File: src/rtl/apb_slave_regfile.sv
`default_nettype none
// ============================================================================
//  Module   : apb_slave_regfile
//  Brief    : APB completer with NUM_REGS RW words plus a STATUS word holding
//             transfer/error counters. Protocol checking is built in only when
//             APB_SLV_PROT_CHECK_EN is defined.
//  Revision : 1.0 - initial release
// ============================================================================
module apb_slave_regfile #(
    parameter int                    ADDR_WIDTH = 32,
    parameter int                    DATA_WIDTH = 32,
    parameter int                    NUM_REGS   = 16,
    parameter logic [ADDR_WIDTH-1:0] BASE_ADDR  = '0
) (
    input  logic                  pclk,
    input  logic                  preset,
    input  logic [ADDR_WIDTH-1:0] paddr,
    input  logic                  psel,
    input  logic                  penable,
    input  logic                  pwrite,
    input  logic [DATA_WIDTH-1:0] pwdata,
    output logic [DATA_WIDTH-1:0] prdata,
    output logic                  prot_err
);

    localparam int         c_IDX_W    = (NUM_REGS > 1) ? $clog2(NUM_REGS) : 1;
    localparam logic [1:0] c_S_IDLE   = 2'd0;
    localparam logic [1:0] c_S_SETUP  = 2'd1;
    localparam logic [1:0] c_S_ACCESS = 2'd2;

    logic [1:0]            r_state;
    logic [1:0]            w_next;
    logic [DATA_WIDTH-1:0] r_regs [NUM_REGS];
    logic [15:0]           r_xfer_cnt;
    logic [15:0]           r_err_cnt;
    logic                  r_prot_err;
    logic [DATA_WIDTH-1:0] r_prdata;

    logic [ADDR_WIDTH-1:0] w_off;
    logic [ADDR_WIDTH-1:0] w_idx;
    logic [c_IDX_W-1:0]    w_ridx;
    logic                  w_is_reg;
    logic                  w_is_status;
    logic [DATA_WIDTH-1:0] w_rd_val;
    logic                  w_setup;
    logic                  w_access;
    logic                  w_stable;
    logic                  w_commit;
    logic                  w_viol;
    logic                  w_err;
    logic                  w_clear;

    assign w_off       = paddr - BASE_ADDR;
    assign w_idx       = w_off >> 2;
    assign w_ridx      = w_idx[c_IDX_W-1:0];
    assign w_is_reg    = w_idx <  ADDR_WIDTH'(NUM_REGS);
    assign w_is_status = w_idx == ADDR_WIDTH'(NUM_REGS);
    assign w_setup     = psel & ~penable;
    assign w_access    = psel &  penable;

`ifdef APB_SLV_PROT_CHECK_EN
    localparam logic c_CHECK = 1'b1;

    logic [ADDR_WIDTH-1:0] r_lat_addr;
    logic                  r_lat_write;
    logic [DATA_WIDTH-1:0] r_lat_wdata;

    assign w_stable = (paddr == r_lat_addr) && (pwrite == r_lat_write) &&
                      (pwdata == r_lat_wdata);

    always_ff @(posedge pclk) begin
        if (preset) begin
            r_lat_addr  <= '0;
            r_lat_write <= 1'b0;
            r_lat_wdata <= '0;
        end else if (w_setup) begin
            r_lat_addr  <= paddr;
            r_lat_write <= pwrite;
            r_lat_wdata <= pwdata;
        end
    end
`else
    localparam logic c_CHECK = 1'b0;
    // Without checking, the access phase commits whatever is on the bus now.
    assign w_stable = 1'b1;
`endif

    always_comb begin
        w_next   = c_S_IDLE;
        w_commit = 1'b0;
        w_viol   = 1'b0;
        case (r_state)
            c_S_IDLE: begin
                if (w_setup) w_next = c_S_SETUP;
                else if (w_access) w_viol = 1'b1;
            end
            c_S_SETUP: begin
                if (w_access) begin
                    w_next   = c_S_ACCESS;
                    w_commit = w_stable;
                    w_viol   = ~w_stable;
                end else if (w_setup) begin
                    w_next = c_S_SETUP;
                    w_viol = 1'b1;
                end else begin
                    w_viol = 1'b1;
                end
            end
            c_S_ACCESS: begin
                if (w_setup) w_next = c_S_SETUP;
                else if (w_access) begin
                    w_next = c_S_ACCESS;
                    w_viol = 1'b1;
                end
            end
            default: w_next = c_S_IDLE;
        endcase
    end

    assign w_err   = c_CHECK & w_viol;
    assign w_clear = w_commit & pwrite & w_is_status;

    always_comb begin
        w_rd_val = '0;
        if (w_is_reg) w_rd_val = r_regs[w_ridx];
        else if (w_is_status) w_rd_val = DATA_WIDTH'({r_err_cnt, r_xfer_cnt});
    end

    always_ff @(posedge pclk) begin
        if (preset) begin
            r_state    <= c_S_IDLE;
            r_prdata   <= '0;
            r_xfer_cnt <= '0;
            r_err_cnt  <= '0;
            r_prot_err <= 1'b0;
        end else begin
            r_state    <= w_next;
            r_prot_err <= w_err;
            // Read data is captured in the setup phase so it is ready for ACCESS.
            if (w_setup && !pwrite) r_prdata <= w_rd_val;
            if (w_clear) begin
                r_xfer_cnt <= '0;
                r_err_cnt  <= '0;
            end else begin
                if (w_commit) r_xfer_cnt <= r_xfer_cnt + 16'd1;
                if (w_err && (r_err_cnt != 16'hFFFF)) r_err_cnt <= r_err_cnt + 16'd1;
            end
        end
    end

    always_ff @(posedge pclk) begin
        if (preset) begin
            for (int i = 0; i < NUM_REGS; i++) r_regs[i] <= '0;
        end else if (w_commit && pwrite && w_is_reg) begin
            r_regs[w_ridx] <= pwdata;
        end
    end

    assign prdata   = r_prdata;
    assign prot_err = r_prot_err;

endmodule
`default_nettype wire
File: config.mk
export PLATFORM = sky130hd
export DESIGN_NAME = apb_slave_regfile
export DESIGN_NICKNAME = d
export VERILOG_FILES = /design/src/rtl/apb_slave_regfile.sv
export SDC_FILE = /design/constraint.sdc
export NUM_CORES = 1
export LEC_CHECK = 0
export CAP_MARGIN = 20
export CORE_MARGIN = 2
export CORE_UTILIZATION = 55
export CTS_CLUSTER_SIZE = 25
export DETAILED_ROUTE_END_ITERATION = 7
export GPL_TIMING_DRIVEN = 0
export MAX_ROUTING_LAYER = met4
export PLACE_DENSITY = 0.74
export SLEW_MARGIN = 20
export SYNTH_ARGS = -nofsm -noshare
export SYNTH_HDL_FRONTEND = slang
export SYNTH_SLANG_ARGS = --single-unit
File: constraint.sdc
create_clock -name pclk -period 2.5 [get_ports pclk]
set_input_delay 0.5 -clock pclk [delete_from_list [all_inputs] [get_ports pclk]]
set_output_delay 0.5 -clock pclk [all_outputs]
set_load 0.1 [all_outputs]
==> flow_summary.rst <==
.. list-table::
   :header-rows: 1

   * - Metric
     - Value
   * - EDFF count, synth
     - 512
   * - Slack of the worst reg-to-reg path
     - between 0.1 and 0.15 ns
   * - Clock sinks
     - 562
   * - Routability congestion estimate
     - between 0.8 and 0.9
   * - Asr flop ratio synth
     - 0%
   * - Ports placed on the boundary
     - between 100 and 150
   * - Site Rows
     - 78
   * - CP peak stage delay
     - roughly 0.55 ns
   * - Peak clock frequency supported by timing
     - around 400 MHz
   * - Largest net degree at the start of global routing
     - 33
   * - WHS
     - about 0.48 ns
   * - Transition time at the pin with the least slew margin
     - around 0.98 ns
   * - Worst vdd ir
     - between 500 and 600 µV
   * - Cell family contributing the most delay on the critical path
     - buffers and inverters
   * - Startpoint of the most critical register-to-register path
     - r_state[1]$_SDFF_PP0_
   * - Clock-pin slew of the registers on the worst-case setup and hold paths
     - roughly 0.06 ns
   * - Initial antenna violation count
     - 0
   * - Final count of negative-setup-slack endpoints
     - 0
   * - End point of the most critical hold path
     - prdata[19]$_SDFFE_PP0P_
   * - Final period util
     - 99.5%
   * - Synth Flop Type
     - sky130_fd_sc_hd__edfxtp_1
   * - Area taken by multi-input logic gates
     - between 8000 and 9000 µm²
   * - Starting density of the core
     - 55.3%
   * - Fraction of layout cells with a size suffix above 1
     - slightly below 20%
   * - Master cell of the clock root buffer
     - sky130_fd_sc_hd__clkbuf_16
   * - Core Region
     - around 45,000 µm²
   * - Max Root-Sink Buffers
     - 3
   * - Series of cell instances along the critical path
     - clkdlybuf4s50_1 > nor2b_1 > clkbuf_1 > clkbuf_1 > a22oi_1 > a21oi_1 > a221o_1
   * - Most frequent cell on the critical path
     - sky130_fd_sc_hd__clkbuf_1
   * - Number of endpoints with negative hold slack in the final report
     - 0
   * - Result of the run
     - complete, no violations
   * - Number of maximum-capacitance constraint violations
     - 0
   * - Post-detailed-route DRC marker count
     - 0
   * - Yosys warning count
     - 0
   * - Worst hold path startpoint
     - prdata[19]$_SDFFE_PP0P_
   * - Post-route antenna net violation count
     - 0
   * - RR Endpoint
     - r_regs[8][12]$_SDFFCE_PN0P_
   * - Number of distinct library cells after synthesis
     - between 40 and 50
   * - Worst Reg-to-Reg Cells
     - 9
   * - Post-synth top area cell
     - sky130_fd_sc_hd__edfxtp_1
   * - Synth area leaders
     - sky130_fd_sc_hd__edfxtp_1, sky130_fd_sc_hd__and2_1, sky130_fd_sc_hd__mux4_2
   * - Half-perimeter wire length after detailed placement
     - a little over 40,000 µm
   * - Avg Cell Area, Syn
     - 15.6 µm²
   * - Count of hold buffers inserted by post-cts repair
     - 0
   * - Worst setup path class
     - in2reg
   * - TritonCTS Buffers
     - 55
   * - Filler Cell Count
     - 3,206
   * - Total Routed Length
     - about 63,000 µm
   * - First-pass GRT wire length
     - just over 90,000 µm
   * - Synth Instances
     - between 1.5k and 2k
   * - Clock insertion delay at the later pin of the skew report
     - about 0.59 ns
   * - Number of levels in the clock H-tree
     - 2
   * - Max-slew headroom at the worst pin
     - roughly a third
   * - WP data required
     - between 3 and 4 ns
   * - Net count after synthesis
     - between 1.5k and 2k
   * - Sort of element at the end of the critical path
     - flip-flop
   * - Via/cell ratio
     - approximately 6
   * - Area of the die
     - 47,100 µm²
   * - DIE HEIGHT
     - 217 µm
   * - Number of cells traversed by the worst hold path
     - 1
   * - Area share of the largest cell type after synthesis
     - slightly above 60%
   * - Total standard cell area after synthesis
     - between 20,000 and 25,000 µm²
   * - Slowest library cell on the worst path
     - sky130_fd_sc_hd__clkdlybuf4s50_1
   * - Most congested layer reported by global routing
     - met2
   * - Post-synthesis sequential area ratio
     - 65.7%
   * - Final slew viol count
     - 0
   * - Top cells by instance count after synthesis
     - sky130_fd_sc_hd__and2_1, sky130_fd_sc_hd__edfxtp_1, sky130_fd_sc_hd__mux4_2
   * - Number of iterations in the first detailed-routing pass
     - 6
   * - Clock tree from TritonCTS
     - yes
   * - Antenna diode count
     - 0
   * - Average wire length per cell after detail routing
     - approximately 26 µm
   * - FF+latch count, synth
     - between 500 and 600
   * - Max FO, Critical Path
     - 10
   * - Number of DRC markers in iteration 0
     - approximately 1.8k
   * - Minimum clock period after layout
     - approximately 2.5 ns
   * - Type of the most critical hold path
     - reg2reg
   * - Kind of start point of the critical path
     - primary input
   * - Met1 usage in global routing
     - between 30% and 40%
   * - Met3 usage in global routing
     - between 6 and 7%
   * - Power density of the placed cells
     - about 680 nW/µm²
   * - Count of buffer and inverter cells on the critical path
     - 3
   * - Horizontal extent of the die
     - 217 µm
   * - Via Count
     - roughly 15k
   * - Static leakage
     - about 0.011 µW
   * - RSZ-0062 raised after global routing
     - yes
   * - Fin Clk Skew
     - approximately 0.017 ns
   * - Number of nets in the layout
     - 1,867
   * - Overall power
     - slightly below 20,000 µW
   * - Depth of the critical timing path with buffers and inverters included
     - 7
   * - Most common cell in the netlist
     - sky130_fd_sc_hd__and2_1
   * - Remaining global-route overflow
     - 0
   * - Worst path arrival time
     - 3.01 ns
   * - Count of buffers inserted at the top-level ports
     - 96
   * - Area growth from synthesis to final layout
     - 16.3%
   * - Via count of the first global-routing pass
     - approximately 15k
   * - Area used by sequential logic in the layout
     - 16,400 µm²
   * - Total track usage
     - between 20% and 30%
   * - GR Util met2
     - between 40 and 50%
[cells in the final DEF (no fill, tap or decap), drive strengths merged, types with 32 or more instances in the layout]
cell and n:
clkbuf 169, clkdlybuf4s50 64, edfxtp 512, a22oi 64, dfxtp 50, buf 73
dlygate4sd2 32, or2 38, and2 517, mux4 128
[logic make-up (layout without fill, tap and decap cells)]
kind of cell	Yosys count	count (layout)	share of synthesized area (%)
other	1	1	0.0150
multiplexers	129	129	11.6
AND/OR/NAND/NOR	636	658	15.8
buffers and inverters	141	359	2.81
AO/OA/AOI/OAI	114	114	3.52
adder cells (fa/ha/maj)	1	1	0.0502
XOR/XNOR	16	16	0.562
flip-flops	562	562	65.7
[state kept, by name, summed over array words and instances (netlist names)]
signal	count
r_xfer_cnt	16
r_state	2
r_regs	512
prdata	32
[metrics by stage]
stage          std cells  worst slack (ns)  utilization [%]  TNS [ns]  cell area, µm²
2_1_floorplan       1600            0.0759                -         0           25000
3_3_place_gp        2296             -1.11             59.1   -786.32           26700
3_5_place_dp        2296             -1.24             59.1   -894.10           26700
4_1_cts             2431          -0.00384             63.9   -0.0231           28800
5_1_grt             2440           -0.0595             64.3   -0.0626           29000
6_report            2440            0.0126             64.3         0           29000
[worst max path at each step]
stage	to	start
6_report	prdata[14]$_SDFFE_PP0P_	paddr[5]
5_1_grt	prdata[14]$_SDFFE_PP0P_	paddr[5]
4_1_cts	r_regs[12][19]$_SDFFCE_PN0P_	penable
3_5_place_dp	r_regs[0][26]$_SDFFCE_PN0P_	paddr[29]
3_3_place_gp	r_regs[0][4]$_SDFFCE_PN0P_	paddr[29]
2_1_floorplan	r_regs[4][0]$_SDFFCE_PN0P_	paddr[2]
[worst reg2reg max path, stage by stage, from the launching register on]
cell	delay, ns
sky130_fd_sc_hd__dfxtp_1	0.33
sky130_fd_sc_hd__and4b_1	0.24
sky130_fd_sc_hd__clkbuf_4	0.18
sky130_fd_sc_hd__nand2_1	0.10
sky130_fd_sc_hd__nor3_4	0.22
sky130_fd_sc_hd__buf_12	0.15
sky130_fd_sc_hd__clkbuf_4	0.21
sky130_fd_sc_hd__and3_2	0.32
sky130_fd_sc_hd__or2_4	0.18
sky130_fd_sc_hd__buf_12	0.16
[repair_timing]
action | in CTS | in global routing
setup buffers | 18 | 4
resized for setup | 68 | 40
pin swaps | 2 | 3
endpoints found under the setup margin | 926 | 389
cloned | 17 | 5
[routing by layer]
layer  wire length, µm  part of all wire, %
met4              1520                  2.4
met5                 0                    0
met1             24700                   39
met2             30200                   48
met3              6730                   11
[report_power, final]
part	internal, µW	switching [µW]
clock	4430	3400
sequential	10500	84.6
combinational	562	830
total	15500	4310
[cell type report]
cell class / count / area share (%)
sequential: 562 / 56.5
multi-input combinational: 919 / 28.1
clock buffer: 80 / 5.28
timing repair buffer: 118 / 4.52
tap: 600 / 2.59
buffer: 141 / 2.54
clock inverter: 20 / 0.475
Power figures use the tool's default switching activity.
